--- src/rtl/j1_io_bridge_if.sv ---
// -----------------------------------------------------------------------------
// j1_io_bridge_if
// Bundles the J1 CPU I/O strobe port, the data-RAM port and the TX byte
// stream of the I/O bridge into one interface.
//
//   io_we / io_re       CPU write / read strobes
//   io_ptr              CPU I/O address (T)
//   io_wdata            CPU write data (N), from the core's io_out
//   io_rdata            read data back to the core's io_in
//   ram_we/addr/wdata   data-RAM write enable, address, write data
//   ram_rdata           data-RAM read data (synchronous RAM, 1-cycle latency)
//   tx_valid / tx_data  TX byte available / FIFO head
//   tx_ready            consumer accepts the head byte
//
// Modports: slave = bridge side, master = core/RAM/consumer side.
// -----------------------------------------------------------------------------
interface j1_io_bridge_if #(
    parameter int WIDTH = 16
);
    logic             io_we;
    logic             io_re;
    logic [WIDTH-1:0] io_ptr;
    logic [WIDTH-1:0] io_wdata;
    logic [WIDTH-1:0] io_rdata;
    logic             ram_we;
    logic [WIDTH-1:0] ram_addr;
    logic [WIDTH-1:0] ram_wdata;
    logic [WIDTH-1:0] ram_rdata;
    logic             tx_valid;
    logic [7:0]       tx_data;
    logic             tx_ready;

    modport slave (
        input  io_we, io_re, io_ptr, io_wdata,
        output io_rdata,
        output ram_we, ram_addr, ram_wdata,
        input  ram_rdata,
        output tx_valid, tx_data,
        input  tx_ready
    );

    modport master (
        output io_we, io_re, io_ptr, io_wdata,
        input  io_rdata,
        input  ram_we, ram_addr, ram_wdata,
        output ram_rdata,
        input  tx_valid, tx_data,
        output tx_ready
    );
endinterface

--- src/rtl/j1_io_bridge.sv ---
// -----------------------------------------------------------------------------
// j1_io_bridge
// Address decoder between the J1 core I/O port, the data RAM and a small set
// of memory-mapped peripherals: a TX byte FIFO, its status word and a 32-bit
// free-running cycle counter with a coherent high-half shadow.
//
// Ports:
//   clk   rising-edge clock shared with the core
//   rst   asynchronous active-high reset
//   bus   j1_io_bridge_if.slave (CPU port, RAM port, TX stream)
//
// Map: io_ptr[15:12] == 4'hF is MMIO, everything else goes to RAM.
//   0xF000  W: push io_wdata[7:0] into TX FIFO      R: 0
//   0xF001  R: {8'b0, count[3:0], 0, ovf, full, empty}  W: wdata[2]=1 clears ovf
//   0xF002  R: counter[15:0], latches counter[31:16] into the shadow
//   0xF003  R: shadow
//   others  R: 0, writes ignored
// Read data appears in the cycle after the read strobe and holds until the
// next read.
// -----------------------------------------------------------------------------
module j1_io_bridge #(
    parameter int WIDTH    = 16,
    parameter int TX_DEPTH = 8
) (
    input  logic            clk,
    input  logic            rst,
    j1_io_bridge_if.slave   bus
);
    localparam int AW = (TX_DEPTH > 1) ? $clog2(TX_DEPTH) : 1;
    localparam int CW = AW + 1;

    function automatic logic [15:0] status_word(input logic [CW-1:0] count,
                                                input logic ovf,
                                                input logic full,
                                                input logic empty);
        return {8'h00, 4'(count), 1'b0, ovf, full, empty};
    endfunction

    // ---- p0: address decode, RAM path, MMIO strobes (combinational) ----
    logic        w_sel_mmio;
    logic [11:0] w_off;
    logic        w_push_req;
    logic        w_push;
    logic        w_pop;
    logic        w_empty;
    logic        w_full;
    logic        w_ovf_set;
    logic        w_ovf_clr;
    logic        w_rd_lo;

    assign w_sel_mmio = (bus.io_ptr[15:12] == 4'hF);
    assign w_off      = bus.io_ptr[11:0];

    assign bus.ram_addr  = bus.io_ptr;
    assign bus.ram_wdata = bus.io_wdata;
    assign bus.ram_we    = bus.io_we & ~w_sel_mmio;

    logic [7:0]    r_mem [TX_DEPTH];
    logic [AW-1:0] r_wr_ptr;
    logic [AW-1:0] r_rd_ptr;
    logic [CW-1:0] r_count;
    logic          r_overflow;
    logic [31:0]   r_cycle;
    logic [15:0]   r_shadow;

    assign w_empty    = (r_count == '0);
    assign w_full     = (r_count == CW'(TX_DEPTH));
    assign w_pop      = ~w_empty & bus.tx_ready;
    assign w_push_req = bus.io_we & w_sel_mmio & (w_off == 12'h000);
    // A push into a full FIFO still lands when the head leaves in the same cycle.
    assign w_push     = w_push_req & (~w_full | w_pop);
    assign w_ovf_set  = w_push_req & w_full & ~w_pop;
    assign w_ovf_clr  = bus.io_we & w_sel_mmio & (w_off == 12'h001) & bus.io_wdata[2];
    assign w_rd_lo    = bus.io_re & w_sel_mmio & (w_off == 12'h002);

    assign bus.tx_valid = ~w_empty;
    // Head is gated so an empty FIFO shows zero rather than a stale byte.
    assign bus.tx_data  = w_empty ? 8'h00 : r_mem[r_rd_ptr];

    // MMIO read value from current (pre-write) state.
    logic [WIDTH-1:0] w_mmio_rdata;
    always_comb begin
        w_mmio_rdata = '0;
        case (w_off)
            12'h001: w_mmio_rdata = WIDTH'(status_word(r_count, r_overflow, w_full, w_empty));
            12'h002: w_mmio_rdata = WIDTH'(r_cycle[15:0]);
            12'h003: w_mmio_rdata = WIDTH'(r_shadow);
            default: w_mmio_rdata = '0;
        endcase
    end

    // ---- p1: FIFO / counter / read-result registers ----
    always_ff @(posedge clk) begin
        if (w_push) begin
            r_mem[r_wr_ptr] <= bus.io_wdata[7:0];
        end
    end

    always_ff @(posedge clk or posedge rst) begin
        if (rst) begin
            r_wr_ptr   <= '0;
            r_rd_ptr   <= '0;
            r_count    <= '0;
            r_overflow <= 1'b0;
            r_cycle    <= '0;
            r_shadow   <= '0;
        end else begin
            if (w_push) r_wr_ptr <= r_wr_ptr + 1'b1;
            if (w_pop)  r_rd_ptr <= r_rd_ptr + 1'b1;
            r_count <= r_count + CW'(w_push) - CW'(w_pop);
            // Set has priority over a same-cycle clear.
            if (w_ovf_set)      r_overflow <= 1'b1;
            else if (w_ovf_clr) r_overflow <= 1'b0;
            r_cycle <= r_cycle + 32'd1;
            if (w_rd_lo) r_shadow <= r_cycle[31:16];
        end
    end

    logic             r_src_mmio_p1;
    logic             r_ram_pend_p1;
    logic [WIDTH-1:0] r_mmio_rdata_p1;
    logic [WIDTH-1:0] r_ram_hold_p1;

    always_ff @(posedge clk or posedge rst) begin
        if (rst) begin
            r_src_mmio_p1   <= 1'b0;
            r_ram_pend_p1   <= 1'b0;
            r_mmio_rdata_p1 <= '0;
            r_ram_hold_p1   <= '0;
        end else begin
            r_ram_pend_p1 <= bus.io_re & ~w_sel_mmio;
            // The RAM output only lives one cycle; keep a copy so io_rdata holds.
            if (r_ram_pend_p1) r_ram_hold_p1 <= bus.ram_rdata;
            if (bus.io_re) begin
                r_src_mmio_p1   <= w_sel_mmio;
                r_mmio_rdata_p1 <= w_mmio_rdata;
            end
        end
    end

    assign bus.io_rdata = r_src_mmio_p1 ? r_mmio_rdata_p1 :
                          (r_ram_pend_p1 ? bus.ram_rdata : r_ram_hold_p1);

endmodule

--- src/flat_wrapper.sv ---
// flat-port wrapper written by rule: the top's interface ports become plain ports
module j1_io_bridge_flat 
#(
    parameter int WIDTH    = 16,
    parameter int TX_DEPTH = 8
)
  (clk, rst, bus_io_we, bus_io_re, bus_io_ptr, bus_io_wdata, bus_io_rdata, bus_ram_we, bus_ram_addr, bus_ram_wdata, bus_ram_rdata, bus_tx_valid, bus_tx_data, bus_tx_ready);
  j1_io_bridge_if #(.WIDTH(WIDTH)) bus_i ();
  input  logic clk;
  input  logic rst;
  input wire logic [$bits(bus_i.io_we)-1:0] bus_io_we;
  input wire logic [$bits(bus_i.io_re)-1:0] bus_io_re;
  input wire logic [$bits(bus_i.io_ptr)-1:0] bus_io_ptr;
  input wire logic [$bits(bus_i.io_wdata)-1:0] bus_io_wdata;
  output wire logic [$bits(bus_i.io_rdata)-1:0] bus_io_rdata;
  output wire logic [$bits(bus_i.ram_we)-1:0] bus_ram_we;
  output wire logic [$bits(bus_i.ram_addr)-1:0] bus_ram_addr;
  output wire logic [$bits(bus_i.ram_wdata)-1:0] bus_ram_wdata;
  input wire logic [$bits(bus_i.ram_rdata)-1:0] bus_ram_rdata;
  output wire logic [$bits(bus_i.tx_valid)-1:0] bus_tx_valid;
  output wire logic [$bits(bus_i.tx_data)-1:0] bus_tx_data;
  input wire logic [$bits(bus_i.tx_ready)-1:0] bus_tx_ready;
  assign bus_i.io_we = bus_io_we;
  assign bus_i.io_re = bus_io_re;
  assign bus_i.io_ptr = bus_io_ptr;
  assign bus_i.io_wdata = bus_io_wdata;
  assign bus_io_rdata = bus_i.io_rdata;
  assign bus_ram_we = bus_i.ram_we;
  assign bus_ram_addr = bus_i.ram_addr;
  assign bus_ram_wdata = bus_i.ram_wdata;
  assign bus_i.ram_rdata = bus_ram_rdata;
  assign bus_tx_valid = bus_i.tx_valid;
  assign bus_tx_data = bus_i.tx_data;
  assign bus_i.tx_ready = bus_tx_ready;
  j1_io_bridge #(.WIDTH(WIDTH), .TX_DEPTH(TX_DEPTH)) u_core (.clk(clk), .rst(rst), .bus(bus_i));
endmodule
--- config.mk ---
export PLATFORM = sky130hd
export DESIGN_NAME = j1_io_bridge_flat
export DESIGN_NICKNAME = d
export VERILOG_FILES = /design/src/rtl/j1_io_bridge_if.sv /design/src/rtl/j1_io_bridge.sv /design/src/flat_wrapper.sv
export SDC_FILE = /design/constraint.sdc
export NUM_CORES = 1
export LEC_CHECK = 0
export CAP_MARGIN = 20
export CORE_MARGIN = 3
export CORE_UTILIZATION = 58
export DETAILED_ROUTE_END_ITERATION = 8
export PLACE_DENSITY_LB_ADDON = 0.08
export SETUP_SLACK_MARGIN = 0.1
export SYNTH_ARGS = -nofsm -noshare
export SYNTH_HDL_FRONTEND = slang
export SYNTH_SLANG_ARGS = --single-unit
--- constraint.sdc ---
create_clock -name clk -period 6.57 [get_ports clk]
set_input_delay 0.657 -clock clk [delete_from_list [all_inputs] [get_ports clk]]
set_output_delay 0.657 -clock clk [all_outputs]
set_load 0.05 [all_outputs]
==> results.json, run 1 <==
{
  "grt_pass1_vias": 4343,
  "path_clk_slew_ns": 0.06,
  "cts_sinks": 157,
  "ys_warn_count": 0,
  "fin_tns_setup_ns": 0,
  "crit_type": "reg2out",
  "post_cts_resized": 0,
  "final_common_cell": "clkdlybuf4s50_1",
  "worst_pin_slew_ns": 0.9743,
  "dr.pass1.iters": 4,
  "fillCellCount": 802,
  "ys_types": 46,
  "final_area_sq_um": 8532,
  "io-pin-count": 111,
  "ctsRootBufferMaster": "clkbuf_16",
  "syn-num-nets": 585,
  "cp_data_required_time_ns": 5.91,
  "reg2reg_from": "u_core.r_count[3]",
  "fin_nets": 653,
  "rsz0062_at_grt": "false",
  "synth_area_leaders": "dfrtp_1, edfxtp_1, mux4_2, mux2_2, mux2i_1",
  "max_freq_mhz": 287.9,
  "postRouteAntennaNets": 0,
  "grt-ovfl-total": 0,
  "syn_area_sq_um": 7089,
  "synth_area_leader_cell": "dfrtp_1",
  "whs_ns": 0.4322,
  "clk_latency_ns": 0.42,
  "grt_first_pass_wirelength_mm": 22.15,
  "vias": 4262,
  "port_buffers": 94,
  "final_max_slew_viol_count": 0,
  "yosysTopAreaCellShare": 0.3283,
  "holdBufCountCts": 0,
  "dp_slack_ns": 2.657,
  "die-width_microns": 116.6,
  "leakage_nw": 3.501,
  "instances_no_fill": 747,
  "drive_gt1_frac": 0.1623,
  "n_antenna_cell": 0,
  "die_h_microns": 116.6,
  "r2r_end": "u_core.r_mem[4][4]",
  "setup_viol_count_final": 0,
  "track_usage": 0.2175,
  "postSynth.asyncResetShare": 0.5924,
  "htreeDepth": 4,
  "area_growth_pct": 20.35,
  "worstSetupEndpointType": "output pin",
  "dieArea_sq_um": 13590,
  "drt_iter0_drc": 275,
  "hold_viol": 0,
  "synthCells": 523,
  "period_share": 0.5286,
  "yosys_register_bits": 157,
  "vdd_drop_max_mv": 0.2516,
  "synth_ff_type": "dfrtp_1",
  "layout_common_cells": "clkdlybuf4s50_1, dfrtp_1, edfxtp_1, nor2_1, mux2_2",
  "clock_path_buffers": 2,
  "syn_avg_cell_area_sq_um": 13.56,
  "antenna_found_initial": 0,
  "routed_wl_mm": 13.82,
  "final_core_util": 0.7316,
  "synth_edf_count": 64,
  "wire_per_inst_microns": 18.50,
  "rows": 39,
  "gp_congestion": 0.7751,
  "timing.max_slew.rel_slack": 0.3504,
  "place_inst": 712,
  "cts_tree": "done",
  "placed_area_sq_um": 7918,
  "cts_setup_buffers": 0,
  "r2r_slack_ns": 4.02,
  "setup_slack_ns": 3.097,
  "grt_max_degree": 88,
  "viasPerCell": 5.705,
  "total_power_mw": 2.806,
  "outcome": "complete, no violations",
  "yosysSeqAreaShare": 0.5994,
  "min-delay-path-class": "in2async",
  "numCtsBuffers": 17,
  "startpoint": "u_core.r_rd_ptr[0]",
  "fin_skew_ns": 0.008969,
  "dp_hpwl_mm": 9.605,
  "period_needed_ns": 3.473,
  "start_util": 0.6079,
  "drc": 0,
  "maxCapViolations": 0,
  "start_kind": "register",
  "cp.arrival_ns": 2.82,
  "r2r_cells": 5,
  "cp_max_fo": 11,
  "coreArea_sq_um": 11660,
  "powerDensity_nw_per_um2": 328.8
}
[cell type report]
cell class / count / area (sq um) / share of cell area
sequential: 157 / 4249 / 0.4980
multi-input combinational: 289 / 2404 / 0.2817
timing repair buffer: 101 / 1031 / 0.1208
clock buffer: 18 / 429.2 / 0.05030
tap: 143 / 178.9 / 0.02097
clock inverter: 14 / 145.1 / 0.01701
inverter: 25 / 95.09 / 0.01115
[cells in the mapped netlist (2+ instances only)]
| master | instances |
|---|---|
| nor3b_1 | 2 |
| xor2_1 | 23 |
| mux4_2 | 16 |
| ha_1 | 8 |
| nand2_1 | 19 |
| xnor2_1 | 13 |
| and4_1 | 4 |
| mux2_2 | 30 |
| mux2i_1 | 24 |
| mux2_4 | 10 |
| nor2b_1 | 7 |
| nor2_1 | 34 |
| nand2b_1 | 4 |
| buf_2 | 3 |
| and2_1 | 3 |
| nor4_1 | 10 |
| nor4_2 | 2 |
| nand4_1 | 7 |
| or4_4 | 2 |
| edfxtp_1 | 64 |
| o21ai_0 | 8 |
| nand3_1 | 12 |
| inv_1 | 24 |
| nor3_1 | 12 |
| clkbuf_1 | 14 |
| a21oi_1 | 17 |
| o22ai_1 | 9 |
| buf_4 | 32 |
| dfrtp_1 | 93 |
[sequential cells by signal, summed over array words and instances, names as in the netlist]
signal / count
u_core.r_cycle: 32
u_core.r_wr_ptr: 3
u_core.r_ram_hold_p1: 16
u_core.r_overflow: 1
u_core.r_src_mmio_p1: 1
u_core.r_count: 4
u_core.r_mem: 64
u_core.r_ram_pend_p1: 1
u_core.r_rd_ptr: 3
u_core.r_mmio_rdata_p1: 16
u_core.r_shadow: 16
[worst max-delay path, cell delays in order, from the launching register on]
cell,delay [ns]
dfrtp_1,0.69
buf_16,0.22
mux4_2,0.51
mux2i_1,0.20
nor2_1,0.06
clkdlybuf4s50_1,0.70
[worst max path at each step]
| stage | endpoint | cells past startpoint |
|---|---|---|
| 2_1_floorplan | u_core.r_count[0] | 1 |
| 3_3_place_gp | u_core.r_mem[1][6] | 5 |
| 3_5_place_dp | u_core.r_mem[0][6] | 5 |
| 4_1_cts | bus_tx_data[4] | 5 |
| 5_1_grt | bus_tx_data[4] | 5 |
| 6_report | bus_tx_data[4] | 5 |
[cells by family after synthesis]
family,synth area share
AOI/OAI and AO/OA,0.03071
xor gates and xnor gates,0.04448
adders and majority gates,0.01694
buffers and inverters,0.06159
DFF,0.5994
muxes,0.1535
and+or+nand+nor,0.09336
[report_power, final]
group | total [mW] | switching, mW | internal (mW)
clock | 0.946 | 0.387 | 0.559
combinational | 0.731 | 0.408 | 0.323
sequential | 1.13 | 0.0722 | 1.06
total | 2.81 | 0.867 | 1.94
[routing by layer]
layer	up-vias	wire, microns	global-route usage
met3	21	766	0.05078
met4	0	265	0.08639
met5	-	0	0
met2	136	6521	0.3307
li1	1997	-	-
met1	2108	6267	0.3081
No activity file was read; power rests on OpenSTA's default activity.
==> inputs of run 2 (changes only) <==
Settings changed: CORE_UTILIZATION 58 to 49.
Clock period 6.57 ns to 2.95 ns, I/O delays scaled along.
==> run 2 against run 1 <==
Effect of this change:
- register-to-register slack lost 3.4 ns
- clock skew grew 0.0019 ns
- clock power is 140% higher
- critical path type unchanged
- largest power group unchanged
==> results.json, run 2 (same netlist as run 1, synthesis figures left out) <==
{
  "crit_type": "reg2out",
  "path_clk_slew_ns": 0.06,
  "largest_register_ffs": 64,
  "grt_max_degree": 61,
  "dp_slack_ns": 0.2970,
  "critPathTopFamily": "buffers and inverters",
  "start_util": 0.5049,
  "r2r_end": "u_core.r_count[2]",
  "fin_tns_setup_ns": 0,
  "switching_power_mw": 1.916,
  "final_common_cell": "dfrtp_1",
  "fillCellCount": 1076,
  "dieArea_sq_um": 15950,
  "final_core_util": 0.6195,
  "clock_path_buffers": 2,
  "final_max_slew_viol_count": 0,
  "dp_hpwl_mm": 10.19,
  "crit_chain": "buf_4, mux2_2, nor2_1, a21oi_1, clkdlybuf4s50_1",
  "setup_slack_ns": 0.2151,
  "total_power_mw": 6.372,
  "port_buffers": 94,
  "start_kind": "register",
  "worstSetupEndpointType": "output pin",
  "rsz0062_at_grt": "false",
  "path_buf_inv": 2,
  "postRouteAntennaNets": 0,
  "drive_gt1_frac": 0.1955,
  "coreArea_sq_um": 14040,
  "switching_share": 0.3007,
  "worst_pin_slew_ns": 0.8022,
  "r2r_slack_ns": 0.65,
  "cts_sinks": 157,
  "cp.arrival_ns": 2.44,
  "wire_per_inst_microns": 18.06,
  "largest-register": "u_core.r_mem",
  "p_comb_frac": 0.253,
  "p_seq_frac": 0.390,
  "hold_viol": 0,
  "die-width_microns": 126.3,
  "antenna_found_initial": 0,
  "max_freq_mhz": 365.6,
  "leakage_nw": 3.604,
  "power.share.clock": 0.357,
  "cp_slowest_cell": "clkdlybuf4s50_1",
  "htreeDepth": 4,
  "setup_viol_count_final": 0,
  "holdBufCountCts": 0,
  "period_share": 0.9271,
  "clk_latency_ns": 0.42,
  "dr.pass1.iters": 4,
  "routed_wl_mm": 14.43,
  "crit_cells": 5,
  "whs_ns": 0.2728,
  "numCtsBuffers": 17,
  "gp_congestion": 0.7856,
  "period_needed_ns": 2.735,
  "r2r_cells": 9,
  "timing.max_slew.rel_slack": 0.4652,
  "internal-power_mw": 4.456,
  "cts_tree": "done",
  "cp_slowest_stage_delay_ns": 0.72,
  "drt_iter0_drc": 226,
  "ctsRootBufferMaster": "clkbuf_16",
  "area_growth_pct": 22.71,
  "fin_skew_ns": 0.01082,
  "fin_nets": 668,
  "track_usage": 0.1880,
  "cp_max_fo": 9,
  "die_h_microns": 126.3,
  "grt_pass1_vias": 4333,
  "cp_data_required_time_ns": 2.65,
  "layout_common_cells": "dfrtp_1, clkdlybuf4s50_1, edfxtp_1, nor2_1",
  "maxCapViolations": 0,
  "grt_first_pass_wirelength_mm": 23.25,
  "grt-ovfl-total": 0,
  "reg2reg_from": "u_core.r_count[2]",
  "n_antenna_cell": 0,
  "powerDensity_nw_per_um2": 732.4,
  "top_regs": "u_core.r_mem (64), u_core.r_cycle (32)",
  "rows": 43,
  "drc": 0,
  "viasPerCell": 5.344,
  "vias": 4270,
  "min-delay-path-class": "in2async",
  "io-pin-count": 111,
  "vdd_drop_max_mv": 0.4469,
  "outcome": "complete, no violations"
}
==> run 2: metrics by stage <==
step	std cells	instance area, sq um
after floorplan	523	7089
after global placement	767	8079
after detailed placement	767	8079
after CTS	799	8697
after global routing	799	8700
final	799	8700
==> run 2: worst max path at each step <==
stage | slack [ns] | endpoint | from
2_1_floorplan | 0.23 | u_core.r_count[0] | rst
3_3_place_gp | 0.32 | u_core.r_mem[0][1] | bus_io_ptr[5]
3_5_place_dp | 0.30 | u_core.r_count[2] | bus_io_ptr[3]
4_1_cts | 0.18 | bus_io_rdata[10] | u_core.r_ram_pend_p1
5_1_grt | 0.12 | bus_io_rdata[9] | u_core.r_ram_pend_p1
6_report | 0.22 | bus_io_rdata[9] | u_core.r_ram_pend_p1
==> run 2: cell type report <==
class                           count  area, sq um  share of cell area
Timing Repair Buffer              116         1109              0.1274
Inverter                           25        95.09             0.01093
Sequential cell                   157         4249              0.4884
Multi-Input combinational cell    289         2404              0.2763
Clock inverter                     10        163.9             0.01884
Clock buffer                       22        454.2             0.05221
Tap cell                          180        225.2             0.02589
==> run 2: worst register-to-register path, delay by kind of cell (launching register included) <==
kind	cells	cell delay, ns
buf+inv	1	0.12
simple gates	2	0.47
xor+xnor	1	0.15
fa+ha+maj	3	0.75
compound gates	2	0.30
flops	1	0.40
==> run 2: metal layers <==
| metal | wire (microns) | part of all wire | GRT usage | up-vias |
|---|---|---|---|---|
| li1 | - | - | - | 2018 |
| met1 | 7015 | 0.49 | 0.2759 | 2114 |
| met2 | 6555 | 0.45 | 0.2736 | 117 |
| met3 | 629 | 0.044 | 0.04411 | 21 |
| met4 | 227 | 0.016 | 0.07319 | 0 |
| met5 | 0 | 0 | 0 | - |
==> run 2: power by group through the flow <==
stage | combinational (mW) | clock [mW] | sequential, mW
2_1_floorplan | 1.28 | 0 | 2.43
3_3_place_gp | 1.62 | 0 | 2.53
3_5_place_dp | 1.64 | 0 | 2.52
4_1_cts | 1.63 | 2.32 | 2.49
5_1_grt | 1.72 | 2.42 | 2.49
6_report | 1.61 | 2.28 | 2.48
==> run 2: repair_timing <==
item                                   4_1_cts  5_1_grt
endpoints found under the hold margin        0        0
resized for setup                            0        1
setup buffers                                0        0
setup endpoints to repair                    0        1
